## config.mk

```make
export PLATFORM = sky130hd
export DESIGN_NAME = adc_scan_sequencer
export DESIGN_NICKNAME = d
export VERILOG_FILES = /design/src/rtl/adc_pkg.sv /design/src/rtl/adc_rr_select.sv /design/src/rtl/adc_scan_sequencer.sv
export SDC_FILE = /design/constraint.sdc
export NUM_CORES = 1
export LEC_CHECK = 0
export BUFFER_PORTS_ARGS = -buffer_cell sky130_fd_sc_hd__buf_2
export CAP_MARGIN = 20
export CORE_ASPECT_RATIO = 0.75
export CORE_MARGIN = 1
export CORE_UTILIZATION = 50
export DETAILED_ROUTE_END_ITERATION = 16
export HOLD_SLACK_MARGIN = 0.12
export PLACE_DENSITY = 0.67
export SKIP_CTS_REPAIR_TIMING = 1
export SLEW_MARGIN = 20
export SYNTH_ARGS = -nofsm -noshare
export SYNTH_HDL_FRONTEND = slang
export SYNTH_SLANG_ARGS = --single-unit
```

## constraint.sdc

```tcl
create_clock -name clk -period 4.51 [get_ports clk]
set_input_delay 0.451 -clock clk [delete_from_list [all_inputs] [get_ports clk]]
set_output_delay 0.451 -clock clk [all_outputs]
set_load 0.01 [all_outputs]
```

## src/rtl/adc_pkg.sv

```systemverilog
// adc_pkg: shared constants and types for the LTC2308 scan sequencer
package adc_pkg;
  localparam int NCH = 8;
  localparam int RES_W = 12;
  typedef logic [2:0] chan_t;
  typedef struct packed {
    logic  valid;
    chan_t chan;
    logic  is_req;
  } tag_t;
  typedef enum logic {IDLE, SCAN} state_t;
endpackage

```

## src/rtl/adc_rr_select.sv

```systemverilog
// adc_rr_select: next set mask bit strictly after a given channel, wrapping
module adc_rr_select
  import adc_pkg::*;
(
  input  logic [NCH-1:0] mask,
  input  chan_t          after,
  output chan_t          next,
  output logic           none
);
  // Walk downwards so the nearest hit wins; the 3-bit sum wraps naturally
  always_comb begin
    next = '0;
    none = 1'b1;
    for (int i = NCH; i >= 1; i--) begin
      if (mask[after + chan_t'(i)]) begin
        next = after + chan_t'(i);
        none = 1'b0;
      end
    end
  end
endmodule

```

## src/rtl/adc_scan_sequencer.sv

```systemverilog
// adc_scan_sequencer: round-robin LTC2308 scan with averaging and priority single-shot requests
module adc_scan_sequencer
  import adc_pkg::*;
#(
  parameter int AVG_LOG2 = 2
) (
  input  logic             clk,
  input  logic             reset_n,
  input  logic             enable,
  input  logic [NCH-1:0]   chan_mask,
  input  logic             frame_done,
  input  logic [RES_W-1:0] adc_result,
  output logic [2:0]       adc_chan,
  input  logic             req,
  input  logic [2:0]       req_chan,
  output logic             req_ack,
  output logic [RES_W-1:0] req_data,
  input  logic [2:0]       rd_chan,
  output logic [RES_W-1:0] rd_data,
  output logic [NCH-1:0]   valid,
  output logic             sample_stb,
  output logic [2:0]       sample_chan
);
  localparam int AW = RES_W + AVG_LOG2;
  localparam logic [AVG_LOG2:0] CNT_LAST = (AVG_LOG2 + 1)'(2 ** AVG_LOG2 - 1);

  state_t state, state_nx;
  tag_t tag0, tag1, new_tag;
  chan_t last_scan, scan_chan;
  logic scan_none, issue_req, issue_scan, req_issued, enable_q;
  logic [AW-1:0] acc [NCH];
  logic [AVG_LOG2:0] cnt [NCH];
  logic [RES_W-1:0] bank [NCH];
  logic [AW-1:0] sum;

  adc_rr_select u_sel (
    .mask  (chan_mask),
    .after (last_scan),
    .next  (scan_chan),
    .none  (scan_none)
  );

  always_ff @(posedge clk or negedge reset_n) begin
    if (!reset_n) state <= IDLE;
    else          state <= state_nx;
  end

  always_comb state_nx = (enable && (chan_mask != '0 || req)) ? SCAN : IDLE;

  always_comb begin
    issue_req  = state == SCAN && req && !req_issued;
    issue_scan = state == SCAN && !issue_req && !scan_none;
    new_tag    = issue_req ? {1'b1, req_chan, 1'b1} : issue_scan ? {1'b1, scan_chan, 1'b0} : '0;
  end

  // The word arriving now belongs to the config sent one frame ago (tag1)
  assign sum     = acc[tag1.chan] + AW'(adc_result);
  assign rd_data = bank[rd_chan];

  always_ff @(posedge clk or negedge reset_n) begin
    if (!reset_n) begin
      tag0 <= '0;
      tag1 <= '0;
      adc_chan <= '0;
      req_ack <= 1'b0;
      req_data <= '0;
      valid <= '0;
      sample_stb <= 1'b0;
      sample_chan <= '0;
      last_scan <= chan_t'(NCH - 1);
      req_issued <= 1'b0;
      enable_q <= 1'b0;
      for (int i = 0; i < NCH; i++) begin
        acc[i] <= '0;
        cnt[i] <= '0;
        bank[i] <= '0;
      end
    end else begin
      enable_q <= enable;
      req_ack <= 1'b0;
      sample_stb <= 1'b0;
      if (enable && !enable_q) begin
        for (int i = 0; i < NCH; i++) begin
          acc[i] <= '0;
          cnt[i] <= '0;
        end
      end
      if (frame_done) begin
        tag1 <= tag0;
        tag0 <= new_tag;
        if (new_tag.valid) adc_chan <= new_tag.chan;
        if (issue_scan) last_scan <= scan_chan;
        if (tag1.valid && tag1.is_req) begin
          req_data <= adc_result;
          req_ack <= 1'b1;
          req_issued <= 1'b0;
        end else if (tag1.valid) begin
          if (cnt[tag1.chan] == CNT_LAST) begin
            bank[tag1.chan] <= RES_W'(sum >> AVG_LOG2);
            valid[tag1.chan] <= 1'b1;
            sample_stb <= 1'b1;
            sample_chan <= tag1.chan;
            acc[tag1.chan] <= '0;
            cnt[tag1.chan] <= '0;
          end else begin
            acc[tag1.chan] <= sum;
            cnt[tag1.chan] <= cnt[tag1.chan] + 1'b1;
          end
        end
        if (issue_req) req_issued <= 1'b1;
      end
    end
  end
endmodule

```

==> metrics.md, run 1 <==
| Metric | Value |
|---|---|
| Status | `finished clean` |
| FF-to-FF path depth | `11` |
| CTS Buf Count | `27` |
| Post-DR wirelength/cell | `between 20 and 25 µm` |
| Ys Warns | `0` |
| Cell with the most instances after synthesis | `dfrtp_1` |
| Simple-gate portion of the synthesized area | `approximately 16%` |
| Vias per inst | `6.17` |
| Mapped Avg Cell Area | `10.0 µm²` |
| First-pass GRT wire length | `about 61 mm` |
| Worst Skew | `~0.014 ns` |
| Reg2Reg Setup Slack | `between 0.4 and 0.5 ns` |
| Initial core utilization | `between 50% and 60%` |
| Fin crit period | `4.11 ns` |
| Slew margin rel. | `between 30% and 40%` |
| Syn_nets | `1,427` |
| Dpl ws | `~0.53 ns` |
| Slew Limit Fails | `0` |
| TritonCTS clock tree | `built` |
| Power Density | `approximately 590 mW/mm²` |
| Hold Path Depth | `2` |
| Total Routing Usage GR | `between 20 and 30%` |
| Hold Crit Class | `in -> reg` |
| Adder-cell share of the synthesized area | `between 1.5 and 2%` |
| Post-DP Area | `0.0145 mm²` |
| Site row count | `52` |
| Async SR Flop Fraction | `100%` |
| Worst setup margin | `around 0.4 ns` |
| Buf/Inv on CP | `1` |
| ANT cells | `0` |
| Residual DRC | `0` |
| Die footprint | `roughly 0.028 mm²` |
| Post-synth EDFFs | `0` |
| Commonest cells in the netlist | `273 x dfrtp_1, 219 x nand2_1, 185 x o21ai_0` |
| DRT iter0 DRCs | `roughly 1,100` |
| Sequential element share of the synthesized area | `about 50%` |
| Antenna Violating Nets Remaining | `0` |
| Setup violators final | `0` |
| Worst-Margin Slew | `about 1.0 ns` |
| Share of the synthesized area in the top cell type | `49.4%` |
| Pin count of the biggest net entering global routing | `120` |
| Dpl hpwl | `~26 mm` |
| Design area | `~0.015 mm²` |
| Post-synth cell types | `between 70 and 80` |
| CORE AREA | `between 0.02 and 0.03 mm²` |
| Max Freq | `between 200 and 250 MHz` |
| Leakage power | `roughly 7 nW` |
| Later-pin clock latency in the skew report | `0.55 ns` |
| Final period util | `a little over 90%` |
| Worst hold slack | `roughly 0.15 ns` |
| WL final | `roughly 38 mm` |
| First-pass DRT Iterations | `5` |
| Top_reg_cell synth | `dfrtp_1` |
| Synthesized instance count | `between 1,000 and 1,500` |
| PortBufs | `70` |
| Placer Congestion | `slightly below 1` |
| Final Hold Viols | `0` |
| Vias in the first global route | `roughly 11,000` |
| Largest cells by area after synthesis | `dfrtp_1 49%, o21ai_0 6.7%, nand2_1 5.9%, mux4_2 5.7%, mux2_2 3.3%` |
| Cell type with the highest aggregate area in the netlist | `dfrtp_1` |
| Grt ovf | `0` |
| Synth Register Bits | `roughly 280` |
| CTS H-tree depth | `1` |
| RSZ-0062 raised after global routing | `false` |
| Die Y | `between 100 and 150 µm` |
| Synth Area in Compound Gates | `~17%` |
| IO Pins | `around 70` |
| Worst-path clk slew | `roughly 0.060 ns` |
| Post-Syn Area | `0.0138 mm²` |
| WP depth | `11` |
| Layout cells sized above 1 | `between 10% and 20%` |
| Largest stage delay, worst path | `0.59 ns` |
| Inst Count DP | `about 1,700` |
| Mux cell area share after synthesis | `between 10 and 15%` |
| Vias | `11,000` |
| Crit path max-delay family | `simple AND/OR/NAND/NOR gates` |
| Root Driver | `clkbuf_16` |
| Worst vdd ir | `between 400 and 500 µV` |
| Crit path DAT | `between 4 and 5 ns` |
| Chip Width | `194 µm` |
| Area growth, synth to finish | `11.5%` |
| Clk sinks | `276` |
| CP endpoint kind | `register` |
| Fill count | `roughly 2,400` |
| MaxCap Viol Count | `0` |
| Critical path required time | `just under 5 ns` |
| Slowest CP cell | `dfrtp_1` |
| Initial antenna violation count | `0` |
| Setup CP Type | `reg -> reg` |
| Xor and xnor area share after synthesis | `0.696%` |
| Crit Path Max Fanout | `19` |
| Maximum buffer depth of the clock tree | `3` |
| Worst-path cell chain | `and3b_1, buf_4, a221oi_1, nand3_1, ha_1, a21oi_1, o211a_1, nor4_1, or2_0, or3_1, o21ai_0` |
| Fin cells | `about 1,800` |
| Fin nets | `roughly 1,500` |
| Setup TNS | `0 ns` |
| CP Launch Type | `register` |
| Largest family of logic cells by synthesized area | `compound AO/OA/AOI/OAI gates` |
-- registers in the layout (all words and copies together) (netlist names), 3 cells and up --
name	cells
acc	112
last_scan	3
tag1	5
valid	8
cnt	24
adc_chan	3
sample_chan	3
tag0	5
bank	96
req_data	12
-- final cells by class --
| type | instances | area, µm² | share of cell area, % |
|---|---|---|---|
| Clock inverter | 11 | 136 | 0.884 |
| Timing Repair Buffer | 119 | 746 | 4.83 |
| Multi-Input combinational cell | 974 | 6350 | 41.1 |
| Tap cell | 351 | 439 | 2.85 |
| Inverter | 15 | 56.3 | 0.365 |
| Clock buffer | 38 | 797 | 5.16 |
| Sequential cell | 276 | 6910 | 44.8 |
-- worst register-to-register path, cell delays in order, from the launching register on --
cell	delay (ns)
dfrtp_1	0.59
and3b_1	0.49
buf_4	0.26
a221oi_1	0.33
nand3_1	0.13
ha_1	0.40
a21oi_1	0.13
o211a_1	0.27
nor4_1	0.53
or2_0	0.18
or3_1	0.45
o21ai_0	0.20
-- metrics by stage --
stage                     power [mW]  util, %
after detailed placement        6.75     53.5
after floorplan                 5.78        -
after CTS                       9.14     56.9
after global placement          6.70     53.5
after global routing            9.67     57.0
final                           9.17     57.0
-- layer usage --
layer / GRT usage, % / up-vias / part of all wire [%] / wire [µm]
li1: - / 5051 / - / -
met4: 4.96 / 0 / 1.1 / 427
met2: 39.1 / 437 / 43 / 16500
met1: 43.9 / 5482 / 47 / 18200
met5: 0 / - / 0 / 0
met3: 6.24 / 41 / 8.4 / 3210
-- worst paths after layout --
path / start / to
worst max register to register: tag1[3]$_DFFE_PN0P_ / bank[92]$_DFFE_PN0P_
worst min register to register: valid[4]$_DFFE_PN0P_ / valid[4]$_DFFE_PN0P_
min in group asynchronous: reset_n / req_data[3]$_DFFE_PN0P_
worst max-delay path: tag1[3]$_DFFE_PN0P_ / bank[92]$_DFFE_PN0P_
max in group asynchronous: reset_n / acc[2]$_DFF_PN0_
worst min-delay path: req / state$_DFF_PN0_
-- power breakdown --
group | switching (mW) | internal, mW
sequential | 0.331 | 2.90
clock | 0.971 | 1.40
combinational | 2.26 | 1.31
total | 3.56 | 5.61
-- placed cells by master (no fill, tap or decap), types with 9 or more instances in the layout --
| cell | instances |
|---|---|
| a211o_1 | 15 |
| a21oi_1 | 37 |
| a221oi_1 | 10 |
| a22o_1 | 14 |
| a22oi_1 | 44 |
| buf_2 | 69 |
| buf_4 | 46 |
| clkbuf_16 | 27 |
| dfrtp_1 | 273 |
| ha_1 | 16 |
| inv_1 | 12 |
| mux2_2 | 40 |
| mux2i_1 | 26 |
| mux4_2 | 35 |
| nand2_1 | 219 |
| nand2b_1 | 16 |
| nand3_1 | 78 |
| nor2_1 | 44 |
| nor3_1 | 28 |
| o21ai_0 | 185 |
| o21ai_1 | 25 |
| o22ai_1 | 14 |
| or3_1 | 14 |
| or4_1 | 9 |
-- cell families after synthesis --
logic type,Yosys count
buffers and inverters,129
and+or+nand+nor,462
adders and majority gates,17
muxes,105
DFF,276
AOI/OAI and AO/OA,379
xor gates and xnor gates,11
No activity file was read; power rests on OpenSTA's default activity.
==> run 2, diff against run 1 <==
--- a/config.mk
+++ b/config.mk
@@ -11,8 +11,9 @@
 export CORE_MARGIN = 1
 export CORE_UTILIZATION = 50
 export DETAILED_ROUTE_END_ITERATION = 16
+export GPL_TIMING_DRIVEN = 0
 export HOLD_SLACK_MARGIN = 0.12
-export PLACE_DENSITY = 0.67
+export PLACE_DENSITY = 0.72
 export SKIP_CTS_REPAIR_TIMING = 1
 export SLEW_MARGIN = 20
 export SYNTH_ARGS = -nofsm -noshare
==> metrics.md, run 2 (synthesis results as in run 1) <==
| Metric | Value |
|---|---|
| Slew margin rel. | `23.9% (-6.9 points)` |
| Residual DRC | `0 (unchanged)` |
| CORE AREA | `0.0271 mm² (unchanged)` |
| Max reg flops | `112 (unchanged)` |
| Slowest CP cell | `nor3b_4` |
| CTS Buf Count | `28 (+3.7%)` |
| Area growth, synth to finish | `15.0%` |
| Power Density | `618 mW/mm² (+3.9%)` |
| Crit Path Max Fanout | `10 (-9)` |
| Max Freq | `231 MHz (-4.9%)` |
| Worst-path cell chain | `buf_2, buf_4, nor3b_4, buf_2, a22oi_1, nand4_1, ha_1, a211oi_1, o21ai_1, nand3_1, a31o_2, buf_2, clkbuf_2, mux2i_1, nand2_1` |
| Worst hold slack | `0.136 ns (-0.00958 ns)` |
| Die Y | `146 µm (unchanged)` |
| Slew Limit Fails | `0 (unchanged)` |
| Fill count | `2,292 (-3.0%)` |
| Largest stage delay, worst path | `0.47 ns (-0.12 ns)` |
| Storage cell area | `0.00691 mm² (unchanged)` |
| Leakage power | `7.30 nW (+2.1%)` |
| CTS H-tree depth | `1 (unchanged)` |
| Post-DR wirelength/cell | `22.2 µm (+3.3%)` |
| Initial antenna violation count | `0 (unchanged)` |
| Fin crit period | `4.32 ns (+0.213 ns)` |
| Top Registers | `acc: 112 flops, bank: 96 flops, cnt: 24 flops` |
| Biggest register | `acc` |
| Vias | `11,800 (+7.5%)` |
| Final period util | `95.8% (+4.7 points)` |
| Initial core utilization | `51.1% (unchanged)` |
| Worst-Margin Slew | `1.13 ns (+0.0965 ns)` |
| Clk sinks | `276 (unchanged)` |
| Vias per inst | `6.39 (+3.6%)` |
| Later-pin clock latency in the skew report | `0.57 ns (+0.02 ns)` |
| Die footprint | `0.0284 mm² (unchanged)` |
| Setup CP Type | `reg -> reg` |
| First-pass DRT Iterations | `6 (+1)` |
| Dpl hpwl | `28.6 mm (+11%)` |
| First-pass GRT wire length | `65.1 mm (+5.8%)` |
| Fin cells | `1,852 (+3.8%)` |
| Chip Width | `194 µm (unchanged)` |
| Pin count of the biggest net entering global routing | `101 (-16%)` |
| PortBufs | `68 (-2.9%)` |
| Vias in the first global route | `11,400 (+7.8%)` |
| Layout cells sized above 1 | `18.4% (-0.31 points)` |
| MaxCap Viol Count | `0 (unchanged)` |
| Crit path DAT | `4.76 ns (+0.26 ns)` |
| Root Driver | `clkbuf_16` |
| DRT iter0 DRCs | `1,248 (+12%)` |
| CP Launch Type | `register` |
| IO Pins | `71 (unchanged)` |
| Final Hold Viols | `0 (unchanged)` |
| Worst vdd ir | `487 µV (+17%)` |
| Worst-path clk slew | `0.06 ns (about the same)` |
| ANT cells | `0 (unchanged)` |
| Fin nets | `1,528 (+4.6%)` |
| Placer Congestion | `0.955 (-0.63%)` |
| WL final | `41.1 mm (+7.2%)` |
| TritonCTS clock tree | `built` |
| Critical path required time | `4.95 ns (+0.05 ns)` |
| Inst Count DP | `1,801 (+3.9%)` |
| Util after Layout | `58.8% (+1.8 points)` |
| Site row count | `52 (unchanged)` |
| Commonest non-fill, non-tap cells in the layout | `273 x dfrtp_1, 219 x nand2_1, 185 x o21ai_0, 81 x buf_2, 78 x nand3_1` |
| Grt ovf | `0 (unchanged)` |
| Status | `finished clean` |
| Worst Skew | `0.0248 ns (+0.0105 ns)` |
| Commonest non-fill, non-tap cell in the layout | `dfrtp_1` |
| Maximum buffer depth of the clock tree | `3 (unchanged)` |
| Hold Crit Class | `in -> reg` |
| Antenna Violating Nets Remaining | `0 (unchanged)` |
| Total Routing Usage GR | `29.3% (+1.6 points)` |
| Reg2Reg Setup Slack | `0.19 ns (-0.21 ns)` |
| Most frequent CP cell | `buf_2` |
| CP endpoint kind | `register` |
| Setup violators final | `0 (unchanged)` |
| Multi-input gate area | `0.00644 mm² (+1.5%)` |
[run 2: cell types whose count changed in the layout (fill, tap and decap cells not counted), sizes merged]
cell / delta
clkinv: -2
clkbuf: +79
bufinv: +3
buf: -12
[run 2: final cells by class]
class                           instances  area share [%]
Sequential cell                       276            43.4
Inverter                               15           0.354
Tap cell                              351            2.76
Clock buffer                           39            5.16
Timing Repair Buffer                   74            2.89
Clock inverter                         12            1.43
Multi-Input combinational cell        974            40.5
Buffer                                111            3.51
[run 2: per-layer routing]
metal | GRT usage [%] | vias up | wire [µm]
met5 | 0 | - | 0
met2 | 40.7 | 654 | 17300
met1 | 45.9 | 5912 | 18400
met3 | 7.44 | 64 | 4590
li1 | - | 5209 | -
met4 | 6.55 | 0 | 803
[run 2: worst paths after layout]
path | start | endpoint | cells past startpoint
setup reg to reg | tag1[2]$_DFFE_PN0P_ | bank[95]$_DFFE_PN0P_ | 15
max in group asynchronous | reset_n | bank[95]$_DFFE_PN0P_ | 4
hold / removal | adc_result[5] | req_data[5]$_DFFE_PN0P_ | 2
setup / recovery | tag1[2]$_DFFE_PN0P_ | bank[95]$_DFFE_PN0P_ | 15
min in group asynchronous | reset_n | req_data[3]$_DFFE_PN0P_ | 2
hold reg to reg | valid[4]$_DFFE_PN0P_ | valid[4]$_DFFE_PN0P_ | 1
[run 2: worst max-delay path: cells and delay by family, from the launching register on]
family | cells | cell delay, ns
AO/OA/AOI/OAI | 4 | 0.93
AND/OR/NAND/NOR | 4 | 0.93
buffers and inverters | 5 | 1.40
adder cells (fa/ha/maj) | 1 | 0.29
multiplexers | 1 | 0.24
flip-flops | 1 | 0.39
[run 2: metrics by stage]
step           setup WS (ns)  setup TNS (ns)  instance area, µm²  total power, mW
6_report               0.187               0               15900             9.83
5_1_grt              -0.0246         -0.0317               15900             10.3
4_1_cts               -0.621          -42.30               15800             9.62
3_5_place_dp          -0.592          -39.46               14700             6.98
3_3_place_gp           -2.12         -603.37               14600             6.89
2_1_floorplan          0.862               0               13800             5.78
[run 2: where the power goes]
| part | total, mW | leakage [nW] | switching (mW) | internal (mW) |
|---|---|---|---|---|
| Clock | 2.64 | 0.514 | 1.03 | 1.61 |
| Combinational | 4.05 | 3.00 | 2.60 | 1.45 |
| Sequential | 3.14 | 3.79 | 0.236 | 2.90 |
